==> src/rtl/main_memory_arbiter.sv <==
// Main-memory arbiter: shares one block-wide memory port between the
// I-cache miss path and the D-cache miss/write-back path.
module main_memory_arbiter #(
    parameter int ADDR_WIDTH = 28,
    parameter int DATA_WIDTH = 128
) (
    input  logic                  clk,
    input  logic                  reset,
    input  logic                  i_mem_read,
    input  logic [ADDR_WIDTH-1:0] i_mem_address,
    output logic [DATA_WIDTH-1:0] i_mem_readdata,
    output logic                  i_mem_busywait,
    input  logic                  d_mem_read,
    input  logic                  d_mem_write,
    input  logic [ADDR_WIDTH-1:0] d_mem_address,
    input  logic [DATA_WIDTH-1:0] d_mem_writedata,
    output logic [DATA_WIDTH-1:0] d_mem_readdata,
    output logic                  d_mem_busywait,
    output logic                  mem_read,
    output logic                  mem_write,
    output logic [ADDR_WIDTH-1:0] mem_address,
    output logic [DATA_WIDTH-1:0] mem_writedata,
    input  logic [DATA_WIDTH-1:0] mem_readdata,
    input  logic                  mem_busywait,
    output logic [1:0]            owner
);

    typedef enum logic [2:0] {
        IDLE,
        SERVE_I,
        SERVE_D,
        DONE_I,
        DONE_D
    } state_t;

    typedef enum logic {
        SRC_I,
        SRC_D
    } src_t;

    localparam logic [1:0] OWN_NONE = 2'b00;
    localparam logic [1:0] OWN_I    = 2'b01;
    localparam logic [1:0] OWN_D    = 2'b10;

    state_t state;
    src_t   last_served;
    logic   started;

    logic i_req;
    logic d_req;
    logic grant_d;
    logic grant_i;
    logic mem_done;

    assign i_req = i_mem_read;
    assign d_req = d_mem_read | d_mem_write;

    // Alternating priority on a tie: D wins unless it was served last
    assign grant_d = d_req & (~i_req | (last_served == SRC_I));
    assign grant_i = i_req & ~grant_d;

    // First SERVE cycle never counts as completion
    assign mem_done = started & ~mem_busywait;

    // Stalls follow the request directly and open only in DONE
    assign i_mem_busywait = reset & i_req & (state != DONE_I);
    assign d_mem_busywait = reset & d_req & (state != DONE_D);

    // Arbitration FSM with registered memory commands and read-data latches
    always_ff @(posedge clk or negedge reset) begin
        if (!reset) begin
            state          <= IDLE;
            last_served    <= SRC_I;
            started        <= 1'b0;
            mem_read       <= 1'b0;
            mem_write      <= 1'b0;
            mem_address    <= '0;
            mem_writedata  <= '0;
            i_mem_readdata <= '0;
            d_mem_readdata <= '0;
            owner          <= OWN_NONE;
        end else begin
            unique case (state)
                IDLE: begin
                    started <= 1'b0;
                    if (grant_d) begin
                        state         <= SERVE_D;
                        owner         <= OWN_D;
                        mem_read      <= ~d_mem_write;
                        mem_write     <= d_mem_write;
                        mem_address   <= d_mem_address;
                        mem_writedata <= d_mem_writedata;
                    end else if (grant_i) begin
                        state         <= SERVE_I;
                        owner         <= OWN_I;
                        mem_read      <= 1'b1;
                        mem_write     <= 1'b0;
                        mem_address   <= i_mem_address;
                        mem_writedata <= '0;
                    end
                end
                SERVE_I: begin
                    started <= 1'b1;
                    if (mem_done) begin
                        if (i_req) begin
                            i_mem_readdata <= mem_readdata;
                        end
                        last_served <= SRC_I;
                        state       <= DONE_I;
                        mem_read    <= 1'b0;
                        mem_write   <= 1'b0;
                        owner       <= OWN_NONE;
                    end
                end
                SERVE_D: begin
                    started <= 1'b1;
                    if (mem_done) begin
                        if (mem_read && d_req) begin
                            d_mem_readdata <= mem_readdata;
                        end
                        last_served <= SRC_D;
                        state       <= DONE_D;
                        mem_read    <= 1'b0;
                        mem_write   <= 1'b0;
                        owner       <= OWN_NONE;
                    end
                end
                DONE_I, DONE_D: begin
                    state <= IDLE;
                end
                default: begin
                    state     <= IDLE;
                    mem_read  <= 1'b0;
                    mem_write <= 1'b0;
                    owner     <= OWN_NONE;
                end
            endcase
        end
    end

endmodule
==> config.mk <==
export PLATFORM = sky130hd
export DESIGN_NAME = main_memory_arbiter
export DESIGN_NICKNAME = d
export VERILOG_FILES = /design/src/rtl/main_memory_arbiter.sv
export SDC_FILE = /design/constraint.sdc
export NUM_CORES = 1
export LEC_CHECK = 0
export CORE_AREA = 2 2 284 286
export CTS_BUF_LIST = sky130_fd_sc_hd__clkbuf_16
export DETAILED_ROUTE_END_ITERATION = 6
export DIE_AREA = 0 0 286 288
export HOLD_SLACK_MARGIN = 0.15
export PLACE_DENSITY = 0.53
export SYNTH_ARGS = -nofsm -noshare
export SYNTH_HDL_FRONTEND = slang
export SYNTH_SLANG_ARGS = --single-unit
==> constraint.sdc <==
create_clock -name clk -period 2.7 [get_ports clk]
set_clock_uncertainty 0.2 [all_clocks]
set_input_delay 0.27 -clock clk [delete_from_list [all_inputs] [get_ports clk]]
set_output_delay 0.27 -clock clk [all_outputs]
set_load 0.01 [all_outputs]
==> summary.md, run 1 <==
| Metric | Value |
|---|---|
| Share of cells above drive strength 1 | 0.147 |
| Worst stage delay on the critical path | 0.58 ns |
| GRT Total Usage | 0.134 |
| Mapped cell area | 16300 sq um |
| Slew Viols, Final | 0 |
| Crit. End Element | primary output |
| DR iter-0 viols | 378 |
| FMAX | 0.402 GHz |
| Setup ws final | 0.213 ns |
| Syn Area/Cell | 16.3 sq um |
| CTS Sinks | 421 |
| Sw power | 0.00939 W |
| Routability congestion estimate | 0.823 |
| Comb pwr share | 0.433 |
| Vias per inst | 3.99 |
| WP data arrival | 2.02 ns |
| Final worst path period need | 2.49 ns |
| Final Hold Viols | 0 |
| WL final | 57400 um |
| Startpoint Class | register |
| Setup Viol. Count Final | 0 |
| Synth warn | 0 |
| Fillers | 7647 |
| Yosys cell types | 32 |
| Routed wire per std cell | 18.4 um |
| Row cnt | 104 |
| First-pass GRT wire length | 85700 um |
| Most used DFF post-synth | dfrtp_1 |
| Setup TNS | 0 ns |
| CTS tree | built |
| CP max stage cell | clkdlybuf4s50_1 |
| RSZ-0062 raised after global routing | false |
| Worst slew pin tran | 0.959 ns |
| Total power | 0.0298 W |
| Critical path class | register to primary output |
| Clock share of power | 0.211 |
| Vias in the first global route | 13.8k |
| CTS Buffer Depth | 3 |
| Pwr/cell area | 1030 nW/um^2 |
| Maxcap violations | 0 |
| CTS Buf Count | 48 |
| I/O pin cnt | 736 |
| Syn Nets | 1314 |
| Hold Path Class | primary input to register |
| Nets | 2335 |
| CP max FO | 12 |
| Power Internal | 0.0204 W |
| Port-buffer cells | 735 |
| CP top delay family | buffers and inverters |
| CORE AREA | 79600 sq um |
| Ant diodes | 0 |
| CP Cell Sequence | nor2_1 -> a21oi_1 -> clkdlybuf4s50_1 |
| Starting Density | 0.204 |
| Die span in y | 288 um |
| Number of flops mapped to enable cells by yosys | 0 |
| Clk Latency, worst-skew pair | 0.57 ns |
| Ys async rst share | 1.00 |
| Multi-input logic area | 5200 sq um |
| Worst EP required | 2.23 ns |
| CTS root buffer | clkbuf_16 |
| Gr ovfl total | 0 |
| Register area | 10500 sq um |
| FF+latch count, synth | 421 |
| Crit path buffers/inverters | 1 |
| Die X | 286 um |
| Clock slew at reported path FFs | 0.07 ns |
| Pre-antenna DRT Iters | 4 |
| Cell count after synthesis | 996 |
| Post-CTS Setup Inserts | 0 |
| Initial antenna violation count | 0 |
| Switching Share | 0.315 |
| Flop pwr share | 0.355 |
| Register area share after synthesis | 0.647 |
| Leak | 12.5 nW |
| Status | finished, final reports clean |
| Largest net degree at the start of global routing | 162 |
| ANT nets after route | 0 |
| Drt drc | 0 |
| Number of H-tree levels | 2 |
| Normalized max-slew margin | 0.361 |
| DP HPWL | 40600 um |
| Pre-CTS setup slack | 0.0876 ns |
| Via count | 12.4k |
| Area growth syn-to-layout | 78.8% |
| Die ar. | 82400 sq um |
| Peak supply drop | 0.464 mV |
| Final Cycle Share | 0.921 |
per-layer routing:
| metal | track usage | share of wire |
|---|---|---|
| met1 | 0.153 | 0.39 |
| met2 | 0.239 | 0.51 |
| met3 | 0.0376 | 0.071 |
| met4 | 0.0457 | 0.031 |
| met5 | 0 | 0 |
cells by family (layout without fill, tap and decap cells):
group	count (synthesis)	count (layout)	share of synthesized area
muxes	284	284	0.217
DFF	421	421	0.647
buffers and inverters	68	1127	0.0359
and+or+nand+nor	48	48	0.0140
AOI/OAI and AO/OA	175	175	0.0857
final timing paths:
| kind | startpoint | to | slack [ns] | depth (start not counted) |
|---|---|---|---|---|
| setup / recovery | state[0] | d_mem_busywait | 0.21 | 3 |
| hold / removal | mem_readdata[6] | i_mem_readdata[6] | 0.18 | 2 |
| setup reg to reg | state[1] | d_mem_readdata[127] | 0.38 | 5 |
| hold reg to reg | mem_address[1] | mem_address[1] | 0.28 | 2 |
| max in group asynchronous | reset | mem_address[27] | 0.34 | 5 |
| min in group asynchronous | reset | i_mem_readdata[92] | 0.76 | 4 |
what timing repair did:
| item | 4_1_cts | 5_1_grt |
|---|---|---|
| endpoints found under the hold margin | 777 | 0 |
| hold buffers | 258 | 0 |
| gates resized for setup | 0 | 0 |
metrics by stage:
stage / std cells / util / hold slack [ns] / cell area [sq um]
after floorplan: 996 / - / -0.226 / 16300
final: 3115 / 0.365 / 0.180 / 29100
after global placement: 2769 / 0.314 / -0.0484 / 25000
after CTS: 3115 / 0.365 / 0.152 / 29100
after global routing: 3115 / 0.365 / 0.158 / 29100
after detailed placement: 2769 / 0.314 / -0.0497 / 25000
cell type report:
type	instances	area share
clock buffer	50	0.0430
clock inverter	38	0.00881
multi-input combinational	507	0.179
sequential	421	0.362
tap	1060	0.0456
timing repair buffer	1039	0.362
layout by cell type (no fill, tap or decap), types with 2 or more instances in the layout:
master           count
buf_4               27
clkinv_2            12
nand2_1             32
nor3_1               2
mux2_1              77
or3_1                2
a22o_1             130
buf_12              20
clkinvlp_4           2
inv_1               12
o21ai_0             31
mux2i_1             28
nor2b_1              2
dlygate4sd3_1      257
mux2_2              79
nor2_1               3
dfrtp_1            421
clkinv_1             8
a21oi_1              6
mux2_4             100
bufinv_16            3
clkdlybuf4s50_1    734
clkbuf_16           50
power by group through the flow:
stage	Clock [W]	Combinational [W]	Sequential [W]
floorplan	0	0.00410	0.0116
global placement	0	0.0126	0.0106
detailed placement	0	0.0128	0.0106
CTS	0.00655	0.0131	0.0106
global route	0.00681	0.0137	0.0109
finish	0.00631	0.0129	0.0106
state kept, by name (all words and copies together) (netlist names):
name            count
owner               2
i_mem_readdata    128
mem_read            1
started             1
mem_address        28
mem_write           1
mem_writedata     128
last_served         1
d_mem_readdata    128
state               3
worst register-to-register path, stage by stage, from the launching register on:
cell and delay [ns]:
dfrtp_1 0.54, and2b_4 0.24, nor3b_4 0.20, o211a_4 0.23, buf_4 0.39, mux2_2 0.42
cell usage after synthesis, types with 2 or more instances:
cell type / n / area, sq um
a21oi_1: 6 / 30.0
a22o_1: 130 / 1140
buf_1: 3 / 11.3
buf_12: 11 / 220
buf_2: 15 / 75.1
buf_4: 25 / 188
buf_6: 5 / 56.3
clkbuf_1: 9 / 33.8
dfrtp_1: 421 / 10500
mux2_1: 77 / 867
mux2_2: 79 / 890
mux2_4: 100 / 1500
mux2i_1: 28 / 280
nand2_1: 33 / 124
nor2_1: 4 / 15.0
nor2b_1: 2 / 12.5
nor3_1: 2 / 10.0
o21ai_0: 31 / 155
or3_1: 2 / 12.5
(Power assumes the default switching activity.)
==> run 2: changes to the inputs <==
Clock period 2.7 ns to 2.85 ns, I/O delays scaled along.
==> run 2 against run 1 <==
  * Total power fell by 6.3%
  * Sequential power fell by 6%
  * Critical path depth did not move
  * Count of clock-buffer cells in the layout did not move
  * Critical endpoint is now i_mem_busywait
  * Largest power group unchanged
  * Highest routed layer unchanged
==> summary.md, run 2 (synthesized netlist as in run 1, its figures left out) <==
| Metric | Value |
|---|---|
| Die X | 286 um (unchanged) |
| CTS root buffer | clkbuf_16 |
| CP max FO | 11 (-1) |
| CP max stage cell | clkdlybuf4s50_1 |
| Peak supply drop | 0.490 mV (+5.5%) |
| Starting Density | 0.204 (unchanged) |
| Initial antenna violation count | 2 (+2) |
| Area growth syn-to-layout | 77.1% |
| Leak | 12.4 nW (-1.0%) |
| GRT Total Usage | 0.130 (-0.00377) |
| Hold Path Class | primary input to register |
| Worst slew pin tran | 0.925 ns (-0.0335 ns) |
| Pre-antenna DRT Iters | 4 (unchanged) |
| RSZ-0062 raised after global routing | false |
| Post-CTS Setup Inserts | 0 (unchanged) |
| Crit. End Element | primary output |
| Gr ovfl total | 0 (unchanged) |
| Critical path class | register to primary output |
| CTS Buffer Depth | 3 (unchanged) |
| Routed wire per std cell | 18.1 um (-1.9%) |
| Slew Viols, Final | 0 (unchanged) |
| Vias in the first global route | 13.8k (-0.66%) |
| CTS Sinks | 421 (unchanged) |
| Total power | 0.0279 W (-6.3%) |
| FMAX | 0.382 GHz |
| Largest net degree at the start of global routing | 155 (-4.3%) |
| Die span in y | 288 um (unchanged) |
| Worst reg2reg path startpoint | state[2] |
| Critical Path Source | state[2] |
| Nets | 2316 (-0.81%) |
| Vias per inst | 4.00 (+0.16%) |
| Final Cycle Share | 0.918 |
| Hold-fix buffers, CTS | 246 (-4.7%) |
| Pwr/cell area | 969 nW/um^2 (-5.4%) |
| Startpoint Class | register |
| Worst Hold Launch | d_mem_address[5] |
| WP data arrival | 2.13 ns (+0.11 ns) |
| CTS Buf Count | 48 (unchanged) |
| Number of H-tree levels | 2 (unchanged) |
| Worst EP required | 2.37 ns (+0.14 ns) |
| Port-buffer cells | 735 (unchanged) |
| Clock slew at reported path FFs | 0.06 ns (about the same) |
| Worst Hold Depth | 3 (+1) |
| Clk Latency, worst-skew pair | 0.57 ns (about the same) |
| Final Hold Viols | 0 (unchanged) |
| Status | finished, final reports clean |
| Die ar. | 82400 sq um (unchanged) |
| First-pass GRT wire length | 83800 um (-2.2%) |
| Most frequent cells in the layout | clkdlybuf4s50_1, dfrtp_1, dlygate4sd3_1 |
| R2R cell count | 6 (+1) |
| Top Registers | d_mem_readdata x128, i_mem_readdata x128, mem_writedata x128 |
| DP HPWL | 40400 um (-0.60%) |
| DR iter-0 viols | 351 (-7.1%) |
| Routability congestion estimate | 0.818 (-0.63%) |
| Normalized max-slew margin | 0.383 (+0.0224) |
| Drt drc | 0 (unchanged) |
| ANT nets after route | 0 (unchanged) |
| CTS tree | built |
| Maxcap violations | 0 (unchanged) |
| Most common cell after layout, fill and taps aside | clkdlybuf4s50_1 |
| Reg-to-Reg End | d_mem_readdata[6] |
| I/O pin cnt | 736 (unchanged) |
| Setup TNS | 0 ns (unchanged) |
| CORE AREA | 79600 sq um (unchanged) |
| Via count | 12.4k (-0.42%) |
| Final worst path period need | 2.62 ns |
| WL final | 56000 um (-2.4%) |
| CTS resizes | 0 (unchanged) |
| Reg2reg setup slack | 0.40 ns (+0.02 ns) |
| Row cnt | 104 (unchanged) |
| Worst stage delay on the critical path | 0.58 ns (about the same) |
| Setup Viol. Count Final | 0 (unchanged) |
| CP Cell Sequence | and2b_4 -> a21oi_1 -> clkdlybuf4s50_1 |
| Hold endpoint | mem_address[5] |
| Share of cells above drive strength 1 | 0.144 (-0.00305) |
run 2: final cells by class:
class                   instances  area (sq um)
well taps                    1060          1330
fillers                      7697         50800
clock buffers                  50          1250
repair buffers               1020         10300
multi-input cells             507          5200
clock inverters                38           225
flip-flops and latches        421         10500
diodes                          1          2.50
run 2: layer usage:
layer  routed length (um)  track usage  vias up  part of all wire
met3                 4370       0.0389       93             0.078
met2                28300        0.230      501              0.50
met1                21600        0.149     6165              0.39
met4                 1750       0.0445        0             0.031
met5                    0            0        -                 0
li1                     -            -     5617                 -
run 2: power by group:
group | leakage, nW | switching (W) | internal, W | total [W]
Sequential | 5.34 | 0.00151 | 0.00851 | 0.0100
Combinational | 6.28 | 0.00475 | 0.00734 | 0.0121
Clock | 0.769 | 0.00249 | 0.00334 | 0.00583
Total | 12.4 | 0.00875 | 0.0192 | 0.0279
run 2: critical path: cells and delay by family (launching register included):
kind / cells / cell delay [ns]
AOI/OAI and AO/OA: 1 / 0.14
buffers and inverters: 1 / 0.58
and+or+nand+nor: 1 / 0.27
DFF: 1 / 0.57
run 2: stage by stage:
stage	std cells	worst slack [ns]	area [sq um]	hold WS [ns]	utilization
after floorplan	996	0.936	16300	-0.211	-
after global placement	2762	0.237	24900	-0.0594	0.313
after detailed placement	2762	0.188	24900	-0.0676	0.313
after CTS	3096	0.166	28800	0.151	0.362
after global routing	3097	0.0763	28800	0.171	0.362
final	3097	0.233	28800	0.193	0.362
run 2: worst max path at each step:
stage / endpoint / slack [ns] / cells past startpoint
floorplan: d_mem_readdata[100] / 0.94 / 7
global placement: d_mem_readdata[6] / 0.24 / 7
detailed placement: d_mem_readdata[6] / 0.19 / 7
CTS: i_mem_busywait / 0.17 / 3
global route: i_mem_busywait / 0.08 / 3
finish: i_mem_busywait / 0.23 / 3
==> run 3: changes to the inputs <==
Settings changed: CELL_PAD_IN_SITES_DETAIL_PLACEMENT set to 1, CELL_PAD_IN_SITES_GLOBAL_PLACEMENT set to 2, CORE_AREA 2 2 284 286 to 2 2 288 290, DIE_AREA 0 0 286 288 to 0 0 290 292, PLACE_DENSITY 0.53 to 0.7.
==> run 3 against run 2 <==
  * Register-to-register slack is essentially flat
  * First-iteration DRC count rose by 15%
  * Flip-flop and latch count unchanged
  * Count of clock-buffer cells in the layout did not move
  * Die area grew 2.8%
  * Maximum frequency down 0.50%
  * Wire length is 8.6% higher
  * Combinational power about the same
  * Critical path type unchanged
  * Critical endpoint unchanged
==> summary.md, run 3 (synthesized netlist as in run 1, its figures left out) <==
| Metric | Value |
|---|---|
| Maxcap violations | 0 (unchanged) |
| Routed wire per std cell | 19.6 um (+8.4%) |
| Drt drc | 0 (unchanged) |
| Worst slew pin tran | 0.872 ns (-0.0533 ns) |
| Reg2reg setup slack | 0.40 ns (about the same) |
| Number of H-tree levels | 2 (unchanged) |
| Most common cell after layout, fill and taps aside | clkdlybuf4s50_1 |
| Multi-input logic area | 5200 sq um (unchanged) |
| Most frequent cells in the layout | clkdlybuf4s50_1, dfrtp_1, dlygate4sd3_1 |
| Fillers | 8539 (+11%) |
| Final Hold Viols | 0 (unchanged) |
| CP Cell Sequence | and2b_4 -> a21oi_1 -> clkdlybuf4s50_1 |
| Vias in the first global route | 14.8k (+7.2%) |
| CTS Buf Count | 49 (+2.1%) |
| Comb pwr share | 0.436 (+0.003) |
| Peak supply drop | 0.433 mV (-12%) |
| Hold Path Class | primary input to asynchronous set/reset pin |
| Area growth syn-to-layout | 77.0% (about the same) |
| Leak | 12.4 nW (+0.23%) |
| DP HPWL | 43800 um (+8.6%) |
| Post-CTS Setup Inserts | 0 (unchanged) |
| Flop pwr share | 0.359 (about the same) |
| Worst reg2reg path startpoint | state[2] |
| Port-buffer cells | 735 (unchanged) |
| CP top delay family | buffers and inverters |
| Starting Density | 0.200 (-0.00488) |
| Clk Latency, worst-skew pair | 0.56 ns (about the same) |
| Slew Viols, Final | 0 (unchanged) |
| Pre-CTS setup slack | 0.267 ns (+0.0785 ns) |
| Final Cycle Share | 0.923 (+0.00459) |
| FMAX | 0.380 GHz (-0.50%) |
| Via count | 12.5k (+1.3%) |
| Status | finished, final reports clean |
| Crit. End Element | primary output |
| WP data arrival | 2.14 ns (about the same) |
| Ant diodes | 0 (-1) |
| Worst EP required | 2.37 ns (about the same) |
| WL final | 60800 um (+8.6%) |
| Die ar. | 84700 sq um (+2.8%) |
| Crit path buffers/inverters | 1 (unchanged) |
| CTS root buffer | clkbuf_16 |
| Row cnt | 105 (+0.96%) |
| Critical path class | register to primary output |
| Hold-fix buffers, CTS | 231 (-6.1%) |
| Setup ws final | 0.220 ns (-0.0131 ns) |
| Setup TNS | 0 ns (unchanged) |
| Sw power | 0.00902 W (+3.1%) |
| Die X | 290 um (+1.4%) |
| CTS tree | built |
| Clock slew at reported path FFs | 0.06 ns (about the same) |
| CORE AREA | 81600 sq um (+2.4%) |
| CTS Sinks | 421 (unchanged) |
| CP max stage cell | clkdlybuf4s50_1 |
| GRT Total Usage | 0.141 (+0.0111) |
| Gr ovfl total | 0 (unchanged) |
| Setup Viol. Count Final | 0 (unchanged) |
| Critical Path Source | state[2] |
| First-pass GRT wire length | 93500 um (+12%) |
| Clock share of power | 0.205 (-0.003) |
| CTS Buffer Depth | 3 (unchanged) |
| Nets | 2318 (+0.086%) |
| Normalized max-slew margin | 0.419 (+0.0356) |
| Die span in y | 292 um (+1.4%) |
| Power Internal | 0.0192 W (about the same) |
| Initial antenna violation count | 0 (-2) |
| Startpoint Class | register |
| I/O pin cnt | 736 (unchanged) |
| Final worst path period need | 2.63 ns (+0.0131 ns) |
| Worst stage delay on the critical path | 0.59 ns (about the same) |
| CTS resizes | 0 (unchanged) |
| Register area | 10500 sq um (unchanged) |
| Routability congestion estimate | 0.787 (-3.8%) |
| CP max FO | 11 (unchanged) |
| R2R cell count | 6 (unchanged) |
| ANT nets after route | 0 (unchanged) |
| Share of cells above drive strength 1 | 0.149 (+0.00555) |
| Switching Share | 0.320 (+0.00683) |
| Total power | 0.0282 W (+0.91%) |
| Pwr/cell area | 978 nW/um^2 (+0.95%) |
| DR iter-0 viols | 402 (+15%) |
| Reg-to-Reg End | d_mem_readdata[110] |
| Pre-antenna DRT Iters | 4 (unchanged) |
| Top Registers | d_mem_readdata x128, i_mem_readdata x128, mem_writedata x128 |
| RSZ-0062 raised after global routing | false |
| Vias per inst | 4.04 (+1.1%) |
| Largest net degree at the start of global routing | 140 (-9.7%) |
==> run 3: cell types whose count changed in the layout (fill, tap and decap cells not counted) <==
cell / before / now
dlygate4sd3_1: 246 / 231
buf_4: 25 / 38
inv_1: 8 / 17
clkinv_2: 14 / 6
clkinv_1: 13 / 6
buf_12: 14 / 17
clkinvlp_4: 0 / 2
bufinv_16: 2 / 1
clkinv_4: 0 / 1
diode_2: 1 / 0
inv_6: 0 / 1
==> run 3: layout make-up <==
class	count	share of cell area
Clock buffer	50	0.0434
Clock inverter	35	0.00677
Multi-Input combinational cell	507	0.180
Sequential cell	421	0.366
Tap cell	1070	0.0465
Timing Repair Buffer	1021	0.357
==> run 3: through the flow <==
step,hold WS (ns),area (sq um),utilization,cells
after floorplan,-0.211,16300,-,996
after global placement,-0.0000535,25000,0.307,2787
after detailed placement,0.00406,25000,0.307,2787
after CTS,0.150,28800,0.353,3103
after global routing,0.152,28800,0.353,3104
final,0.178,28800,0.353,3104
==> run 3: power groups by stage <==
stage	registers, W	logic [W]	clock network, W
finish	0.0101	0.0123	0.00577
global route	0.0104	0.0131	0.00625
CTS	0.0101	0.0125	0.00600
detailed placement	0.0101	0.0122	0
global placement	0.0101	0.0119	0
floorplan	0.0110	0.00389	0
==> run 3: worst register-to-register path: stages, from the launching register on <==
cell and delay [ns]:
dfrtp_1 0.51, and2b_4 0.35, nor3b_4 0.20, o211a_4 0.20
buf_12 0.21, buf_4 0.31, mux2_1 0.35
==> run 3: worst max path at each step <==
stage / end / slack, ns / depth (start not counted)
final: i_mem_busywait / 0.22 / 3
after CTS: i_mem_busywait / 0.15 / 3
after detailed placement: i_mem_readdata[31] / 0.27 / 7
after global placement: i_mem_readdata[31] / 0.30 / 7
after global routing: i_mem_busywait / 0.1 / 3
after floorplan: d_mem_readdata[100] / 0.94 / 7
==> run 3: metal layers <==
layer  track usage  share of wire  vias to the layer above
met4        0.0368          0.022                        0
met3        0.0398          0.064                       79
met1         0.153           0.37                     6391
met5             0              0                        -
li1              -              -                     5613
met2         0.269           0.54                      454
==> RTL change 1: new RTL, flow settings as in run 2 <==
`ADDR_WIDTH`: 28 -> 24.
--- a/src/rtl/main_memory_arbiter.sv
+++ b/src/rtl/main_memory_arbiter.sv
@@ -3,3 +3,3 @@
 module main_memory_arbiter #(
-    parameter int ADDR_WIDTH = 28,
+    parameter int ADDR_WIDTH = 24,
     parameter int DATA_WIDTH = 128
Interface: changed (resized d_mem_address, i_mem_address and mem_address); port bits go from 736 to 724. No check against the original RTL was run, so the function may have changed too.
==> RTL change 1 against run 2 <==
Fmax fell by 2.2%; area after synthesis shrank 0.58%; core utilization shrank 0.094 points; sequential cell count down 4; non-clock buffer count rose by 6; cell area fell by 0.26%; power up 0.73%; worst setup slack worse by 0.059 ns; combinational power about the same; wire length increased by 2.3%; cell count shrank 0.36%; global-route usage is 0.28 points higher; count of clock-buffer cells in the layout increased by 1; critical path type unchanged.
==> RTL change 1: results (changes against run 2) <==
[final_layout]
nets = 2299  ; was 2,316
num_antenna_cells = 0  ; was 1
drive_gt1_share_pct = 17.23  ; was 14.39%
final_cells = 3086  ; was 3,097
fillers = 7607  ; was 7,697

[logic_synthesis]
yosysUniqueCellTypes = 31  ; was 32
synth_area_leaders = dfrtp_1 (64%), mux2_4 (9.3%), mux2_2 (8.6%), a22o_1 (7.0%), mux2_1 (2.3%)  ; was dfrtp_1 (65%), mux2_4 (9.2%), a22o_1 (7.0%), mux2_2 (5.5%), mux2_1 (5.3%)
synth_commonest_cells = dfrtp_1 (417), a22o_1 (130), mux2_2 (123)  ; was dfrtp_1 (421), a22o_1 (130), mux2_4 (100)
synth_top_area_share_pct = 64.47  ; was 64.71%
seq_area_frac_synth_pct = 64.47  ; was 64.71%
syn_area_per_cell_sq_um = 16.53  ; was 16.35 sq um
syn_nets = 1289  ; was 1,314

[grt]
grt_max_degree = 131  ; was 155
antenna_found_initial = 7  ; was 2
grt_first_pass_wirelength_mm = 84.17  ; was 83.81 mm
first_global_vias = 13560  ; was 13,760
track_usage_pct = 13.30  ; was 13.02%

[placed_design]
dp_cells = 2746  ; was 2,762
dpl.hpwl_mm = 41.68  ; was 40.36 mm
place.gp.congestion = 0.8305  ; was 0.8177
io_buffers = 723  ; was 735

[detailed_routing]
dr.first_iter.drc_count = 350  ; was 351
dr.pass1.iters = 4  ; unchanged
wl_mm = 57.25  ; was 55.96 mm
via_per_inst = 4.029  ; was 3.996

[setup_path]
arrival_ns = 2.19  ; was 2.13 ns
slowest_delay_ns = 0.60  ; was 0.58 ns

[power_and_ir_drop]
power.internal_uw = 19450  ; was 19,190 uW
max-vdd-ir-drop_mv = 0.5008  ; was 0.4900 mV

[clocking]
cts_hold_buffers = 252  ; was 246
numCtsBuffers = 49  ; was 48
clk_path_buf_depth = 3  ; unchanged
post_cts_resized = 0  ; unchanged

[outcome]
status = finished clean  ; unchanged

[timing]
worst_slew_pin_slew_ns = 0.9402  ; was 0.9253 ns

[RTL change 1: changes by cell type after synthesis, sizes merged]
cell,delta
clkbuf,-5
buf,+4
dfrtp,-4
mux2i,-4
nand2,-4
o21ai,-4
[RTL change 1: power groups by stage]
stage	sequential, uW	clock [uW]	combinational, uW
after floorplan	10900	0	3970
after CTS	9950	6340	12300
final	9920	6090	12100
after global placement	9960	0	11800
after detailed placement	9980	0	12000
after global routing	10200	6580	12900
[RTL change 1: final timing paths]
kind / startpoint / end / slack, ns / cells after the start
setup / recovery: state[2] / i_mem_busywait / 0.17 / 3
hold / removal: d_mem_address[7] / mem_address[7] / 0.20 / 3
setup reg to reg: state[2] / d_mem_readdata[73] / 0.45 / 6
hold reg to reg: mem_address[14] / mem_address[14] / 0.28 / 2
max in group asynchronous: reset / i_mem_readdata[45] / 0.96 / 3
min in group asynchronous: reset / i_mem_readdata[107] / 0.28 / 3
[RTL change 1: layer usage]
metal | part of all wire (%) | vias up | GRT usage (%)
met5 | 0.066 | - | 0
met4 | 4.3 | 6 | 5.995
met2 | 50 | 567 | 23.40
met1 | 38 | 6135 | 14.77
li1 | - | 5596 | -
met3 | 7.7 | 129 | 3.994
[RTL change 1: logic make-up (layout without fill, tap and decap cells)]
kind of cell | after synthesis | after routing | synth area share, %
muxes | 280 | 280 | 21.61
and+or+nand+nor | 44 | 44 | 1.330
AOI/OAI and AO/OA | 171 | 171 | 8.496
DFF | 417 | 417 | 64.47
buffers and inverters | 67 | 1114 | 4.089
[RTL change 1: layout make-up]
cell class | count | area (sq um) | area share, %
clock buffers | 51 | 1276 | 4.438
multi-input cells | 495 | 5121 | 17.81
clock inverters | 37 | 272.8 | 0.9486
well taps | 1060 | 1326 | 4.613
flip-flops and latches | 417 | 10440 | 36.29
repair buffers | 1026 | 10320 | 35.90
[RTL change 1: per-stage QoR]
stage,hold slack [ns],worst slack (ns),area [sq um]
final,0.1950,0.1744,28750
after CTS,0.1505,0.1028,28750
after detailed placement,-0.02278,0.1975,24680
after global placement,-0.02750,0.2577,24680
after floorplan,-0.2106,0.9360,16190
after global routing,0.1556,0.05850,28750
[RTL change 1: tightest hold or removal path, cell delays in order]
cell	delay, ns
clkdlybuf4s50_1	0.40
mux2i_1	0.15
o21ai_0	0.10
==> RTL change 2: new RTL, flow settings as in run 2 <==
Without the edit above. The 5 states of `state_t` get a one-hot encoding in 5 bits.
--- a/src/rtl/main_memory_arbiter.sv
+++ b/src/rtl/main_memory_arbiter.sv
@@ -27,8 +27,8 @@
 
-    typedef enum logic [2:0] {
-        IDLE,
-        SERVE_I,
-        SERVE_D,
-        DONE_I,
-        DONE_D
+    typedef enum logic [4:0] {
+        IDLE    = 5'b00001,
+        SERVE_I = 5'b00010,
+        SERVE_D = 5'b00100,
+        DONE_I  = 5'b01000,
+        DONE_D  = 5'b10000
     } state_t;
Function: no difference found for any inputs over 4 cycles, from zero or initial values and one cycle with reset low; so few cycles prove little.
==> RTL change 2 against run 2 <==
Wire length rose by 2.1%; cell count up 2.1%; via count is 2.9% higher; cell area increased by 0.87%; synthesized cell count increased by 3.0%; critical path depth did not move; power down 9.4%; die area unchanged; worst setup slack got worse by 0.0067 ns; first-iteration DRC count up 34%; sequential cell count is 2 higher; area after synthesis is 2.3% lower.
==> RTL change 2: results (changes against run 2) <==
[detailed_routing]
dr.pass1.iters = 6  ; was 4
wl_mm = 57.15  ; was 55.96 mm
wl_met1_mm = 22.51  ; was 21.59 mm
num_vias = 12740  ; was 12,380

[final_layout]
buffers = 1052  ; was 1,020
nets = 2381  ; was 2,316
final_util_pct = 36.51  ; was 36.20%
n_clock_buffer = 52  ; was 50
fillers = 7678  ; was 7,697
final-clk-cell-share_pct = 5.542  ; was 5.121%
multi_input_gates = 531  ; was 507
drive_gt1_share_pct = 17.32  ; was 14.39%
multi_input_area_sq_mm = 0.004920  ; was 0.005196 sq mm
non_clock_inverter_count = 4  ; was 0

[grt]
use_met3_pct = 3.225  ; was 3.891%
first_global_vias = 14310  ; was 13,760

[setup_path]
worstPathMaxFanout = 8  ; was 11
path_delay_family = flip-flops  ; was buffers and inverters
startpoint = state[0]  ; was state[2]
slowest_delay_ns = 0.61  ; was 0.58 ns

[logic_synthesis]
synth_compound_area_share_pct = 8.806  ; was 8.569%
synth_commonest_cells = dfrtp_1 (422), mux2_2 (257), a22o_1 (128)  ; was dfrtp_1 (421), a22o_1 (130), mux2_4 (100)
syn_area_per_cell_sq_um = 15.51  ; was 16.35 sq um
synthMuxAreaShare_pct = 19.95  ; was 21.73%

[outcome]
status = finished clean  ; unchanged

[placed_design]
dp_cells = 2785  ; was 2,762
dpl.hpwl_mm = 40.31  ; was 40.36 mm
place.gp.congestion = 0.8341  ; was 0.8177

[power_and_ir_drop]
leakagePower_uw = 0.01285  ; was 0.01239 uW

==> RTL change 2: cell types whose count changed after synthesis, sizes merged, moves of 2 or more <==
cell     change
a21oi        -4
a22o         -2
a2bb2oi      +2
a31oi        +3
inv          +3
nand2        +8
nand2b       +3
nand3        +2
nor2         +5
nor3         +3
o21ai        +4
o22ai        +2
==> RTL change 2: final timing paths <==
check | end | cells past startpoint
min in group asynchronous | state[2] | 3
setup reg to reg | mem_writedata[86] | 4
hold reg to reg | mem_address[12] | 2
setup / recovery | i_mem_busywait | 3
max in group asynchronous | mem_writedata[42] | 5
hold / removal | mem_address[23] | 3
==> RTL change 2: cells by family (layout without fill, tap and decap cells) <==
family,count (synthesis),in the layout
flip-flops,423,423
multiplexers,285,285
AO/OA/AOI/OAI,178,178
buffers and inverters,72,1148
AND/OR/NAND/NOR,68,68
other,0,1
==> RTL change 2: where the power goes <==
part	switching, uW	leakage, uW	internal, uW
combinational	4030	0.00638	5750
sequential	1180	0.00563	8030
clock	2590	0.000834	3730
total	7800	0.0129	17500
